### config.mk
export PLATFORM = sky130hd
export DESIGN_NAME = alu
export DESIGN_NICKNAME = d
export VERILOG_FILES = /design/src/rtl/alu.sv
export SDC_FILE = /design/constraint.sdc
export NUM_CORES = 1
export LEC_CHECK = 0
export CORE_UTILIZATION = 30
export CTS_BUF_LIST = sky130_fd_sc_hd__clkbuf_8
export CTS_CLUSTER_DIAMETER = 80
export DETAILED_ROUTE_END_ITERATION = 10
export PLACE_DENSITY = 0.53
export SYNTH_ARGS = -nofsm -noshare
export SYNTH_HDL_FRONTEND = slang
export SYNTH_SLANG_ARGS = --single-unit
### constraint.sdc
create_clock -name clk -period 9.1 [get_ports clk]
set_input_delay 1.82 -clock clk [delete_from_list [all_inputs] [get_ports clk]]
set_output_delay 1.82 -clock clk [all_outputs]
set_load 0.02 [all_outputs]
### src/rtl/alu.sv
// Registered 16-bit ALU: add, subtract, AND, OR with a carry/borrow flag.
// One operation per cycle; the result appears one clock after the operands
// are sampled. Reset is synchronous and active-high.
module alu (
    input  logic        clk,
    input  logic        rst,
    input  logic [15:0] a,
    input  logic [15:0] b,
    input  logic [1:0]  sel,
    output logic [15:0] ALU_Result,
    output logic        c
);

    typedef enum logic [1:0] {
        OP_ADD = 2'b00,
        OP_SUB = 2'b01,
        OP_AND = 2'b10,
        OP_OR  = 2'b11
    } op_e;

    op_e         op;
    logic [16:0] a_ext;
    logic [16:0] b_ext;
    logic [16:0] result_next;

    assign op    = op_e'(sel);
    assign a_ext = {1'b0, a};
    assign b_ext = {1'b0, b};

    // Combinational 17-bit result: bit 16 is carry for ADD, borrow for SUB.
    // A 17-bit subtraction of zero-extended operands sets bit 16 exactly
    // when a < b, so it is the borrow directly rather than an inverted carry.
    always_comb begin
        // NOTE: default assigned first so no path leaves result_next unassigned (no latch).
        result_next = '0;
        unique case (op)
            OP_ADD: result_next = a_ext + b_ext;
            OP_SUB: result_next = a_ext - b_ext;
            OP_AND: result_next = {1'b0, a & b};
            OP_OR:  result_next = {1'b0, a | b};
        endcase
    end

    // Output registers; reset wins over the computed result.
    always_ff @(posedge clk) begin
        // NOTE: non-blocking assignments for all clocked state.
        if (rst) begin
            ALU_Result <= 16'h0000;
            c          <= 1'b0;
        end else begin
            ALU_Result <= result_next[15:0];
            c          <= result_next[16];
        end
    end

endmodule

==> summary.md <==
| Metric | Value |
|---|---|
| Leak Pwr | roughly 0.99 nW |
| Row count | 28 |
| Post-synthesis simple-gate area fraction | 0.202 |
| Slowest cell on the critical path | clkdlybuf4s50_1 |
| Die Y | just over 80 µm |
| Adder-Cell Fraction of Synth Area | 0.160 |
| Initial antenna violation count | 0 |
| P&R area growth vs syn | 32.2% |
| Final min period | 5.41 ns |
| CTS root buf | clkbuf_8 |
| Placed wire-length estimate | between 4 and 5 mm |
| Post-CTS sizing | 0 |
| Final setup viols | 0 |
| Cts-stage hold buffer count | 0 |
| Global-route wire length before repair | slightly below 9 mm |
| Hold Path End | ALU_Result[3] |
| CTS buffer count | 3 |
| Outcome | complete, no violations |
| Post-synthesis mux area share | 0.0104 |
| Pwr dens | ~130 nW/µm² |
| WL per Instance | around 14 µm |
| Antenna Cells | 0 |
| Die area | a little under 7000 µm² |
| Postcts setup bufs | 0 |
| #FFs+latches synth | 17 |
| Pin count of the biggest net entering global routing | 28 |
| Post-synthesis async set-or-reset flop share | 0 |
| Min-delay worst type | input port to flop |
| Top FF cell, synth | dfxtp_1 |
| Die X | 82.2 µm |
| H-tree levels | 1 |
| Cell variety after synth | 48 |
| Maximum root-to-sink buffer count | 2 |
| Number of synthesized flops with an enable pin | 0 |
| Buffers added on ports | 52 |
| Seq/Total Area, Yosys | 0.176 |
| Startpoint types | input port |
| RSZ-0062 raised after global routing | no |
| Crit path largest cell delay | approximately 0.95 ns |
| Synth Warn # | 0 |
| Peak VDD IR | between 0.00006 and 0.00007 V |
| Starting Density | 0.318 |
| Hold depth | 3 |
| Crit path max fanout | 20 |
| Post-route ant nets | 0 |
| MaxCap Viol Count | 0 |
| Critical path data arrival time | 5.55 ns |
| Final Cycle Share | 0.595 |
| Vias post-DR | 2008 |
| Synthesized instance count | 258 |
| Share of cells above drive strength 1 | 0.0329 |
| Remaining Overflow, GRT | 0 |
| Syn_nets | ~310 |
| Synthesized area | 1930 µm² |
| Final Hold Viols | 0 |
| DRC violations left | 0 |
| Max Slew Vio Count | 0 |
| Vias in the first global route | between 1500 and 2000 |
| Worst relative slew slack | 0.448 |
| Synth Area per Inst | 7.48 µm² |
| CTS sink count | 17 |
| Crit path cell chain | clkdlybuf4s50_1 -> clkinv_1 -> nand2_1 -> o21ai_0 -> xor2_1 -> ha_1 -> nand4_1 -> or3_1 -> a211o_1 -> o211ai_1 -> xnor2_1 -> o21ai_1 |
| Gr usage total | 0.169 |
| Setup tns final | 0 ns |
| Drt initial violations | about 160 |
| Vias per inst | approximately 5.3 |
| Fmax | about 180 MHz |
| Final WL | ~5.5 mm |
| Complex-gate fraction of the synthesized area | 0.294 |
| Slew @ Worst Pin | slightly above 0.8 ns |
| Kind of critical path | input port to flop |
| Xor/xnor share of the synthesized area | 0.118 |
| Worst Setup End Kind | flop |
| CP required | roughly 9 ns |
| RePlAce Congestion | between 0.8 and 0.9 |
| Nets@finish | 361 |
| Clock transition at path regs | around 0.060 ns |
| Worst hold path startpoint | a[3] |
| Largest family of logic cells by synthesized area | compound AO/OA/AOI/OAI gates |
| CTS tree | yes |
| IO Count | between 50 and 60 |
| Drt first pass iters | 4 |
| Final core utilization | 0.421 |
| Core Region | roughly 6000 µm² |
-- power breakdown --
| group | switching, mW | leakage [nW] | internal (mW) | total (mW) |
|---|---|---|---|---|
| Clock | 0.0240 | 0.0269 | 0.0299 | 0.0538 |
| Combinational | 0.0986 | 0.820 | 0.0816 | 0.180 |
| Sequential | 0.00234 | 0.142 | 0.0843 | 0.0866 |
-- metal layers --
layer	track usage	part of all wire	vias up
met2	0.245	0.43	63
met3	0.00989	0.043	4
met1	0.261	0.52	906
li1	-	-	1035
met4	0.0491	0.0073	0
met5	0	0	-
-- layout by cell type, fill, tap and decap left out, types with 2 or more instances in the layout --
cell type | synthesis | routed
a211oi_1 | 4 | 4
a21o_1 | 7 | 7
a21oi_1 | 26 | 26
a221oi_1 | 3 | 3
a311oi_1 | 6 | 6
a31oi_1 | 2 | 2
clkbuf_8 | 0 | 3
clkdlybuf4s50_1 | 0 | 52
dfxtp_1 | 17 | 17
ha_1 | 19 | 19
inv_1 | 7 | 8
maj3_1 | 5 | 5
mux2i_1 | 2 | 2
nand2_1 | 19 | 19
nand3_1 | 3 | 3
nand4_1 | 3 | 3
nand4b_1 | 2 | 2
nor2_1 | 32 | 32
nor2b_1 | 3 | 3
nor3_1 | 5 | 5
nor3b_1 | 2 | 2
nor4_1 | 2 | 2
o211ai_1 | 5 | 5
o21a_1 | 2 | 2
o21ai_0 | 23 | 23
or3_1 | 2 | 2
xnor2_1 | 11 | 11
xor2_1 | 15 | 15
-- cell type report --
class | count | area, µm²
well taps | 75 | 93.8
fillers | 638 | 3510
repair buffers | 53 | 528
multi-input cells | 222 | 1510
clock inverters | 1 | 3.75
clock buffers | 3 | 41.3
inverters | 8 | 30.0
flip-flops and latches | 17 | 340
-- worst max-delay path by stage --
stage	start	to	cells past startpoint
2_1_floorplan	b[0]	ALU_Result[15]	14
3_3_place_gp	sel[1]	ALU_Result[15]	12
3_5_place_dp	sel[1]	ALU_Result[15]	12
4_1_cts	sel[1]	ALU_Result[15]	12
5_1_grt	sel[1]	ALU_Result[11]	12
6_report	sel[1]	ALU_Result[15]	12
-- stage by stage --
step                std cells  area (µm²)  setup WS (ns)  hold WS, ns  power (mW)
floorplan                 258        1930           4.39         1.90       0.203
detailed placement        375        2510           3.45         2.49       0.267
global placement          375        2510           3.41         2.49       0.268
finish                    379        2550           3.69         2.22       0.321
global route              379        2550           3.35         2.26       0.344
CTS                       379        2550           3.71         2.22       0.321
-- Yosys cell counts, types with 4 or more instances --
master | count | area [µm²]
nor2_1 | 32 | 120
a21oi_1 | 26 | 130
o21ai_0 | 23 | 115
ha_1 | 19 | 238
nand2_1 | 19 | 71.3
dfxtp_1 | 17 | 340
xor2_1 | 15 | 131
xnor2_1 | 11 | 96.3
clkbuf_1 | 8 | 30.0
a21o_1 | 7 | 52.6
inv_1 | 7 | 26.3
a311oi_1 | 6 | 52.6
maj3_1 | 5 | 50.1
nor3_1 | 5 | 25.0
o211ai_1 | 5 | 37.5
a211oi_1 | 4 | 30.0
-- cells by family after synthesis --
family | Yosys count
xor+xnor | 26
simple gates | 80
compound gates | 89
buf+inv | 19
fa+ha+maj | 25
mux | 2
flops | 17
-- flip-flops by register name, indices dropped and copies added, names as in the netlist --
name and cells:
ALU_Result 16, c 1
-- worst max-delay path: cells and delay by family --
family	cells	cell delay, ns
adder cells (fa/ha/maj)	1	0.45
XOR/XNOR	2	0.31
buffers and inverters	2	1.43
AND/OR/NAND/NOR	3	0.90
AO/OA/AOI/OAI	4	0.62
(Power assumes the default switching activity.)
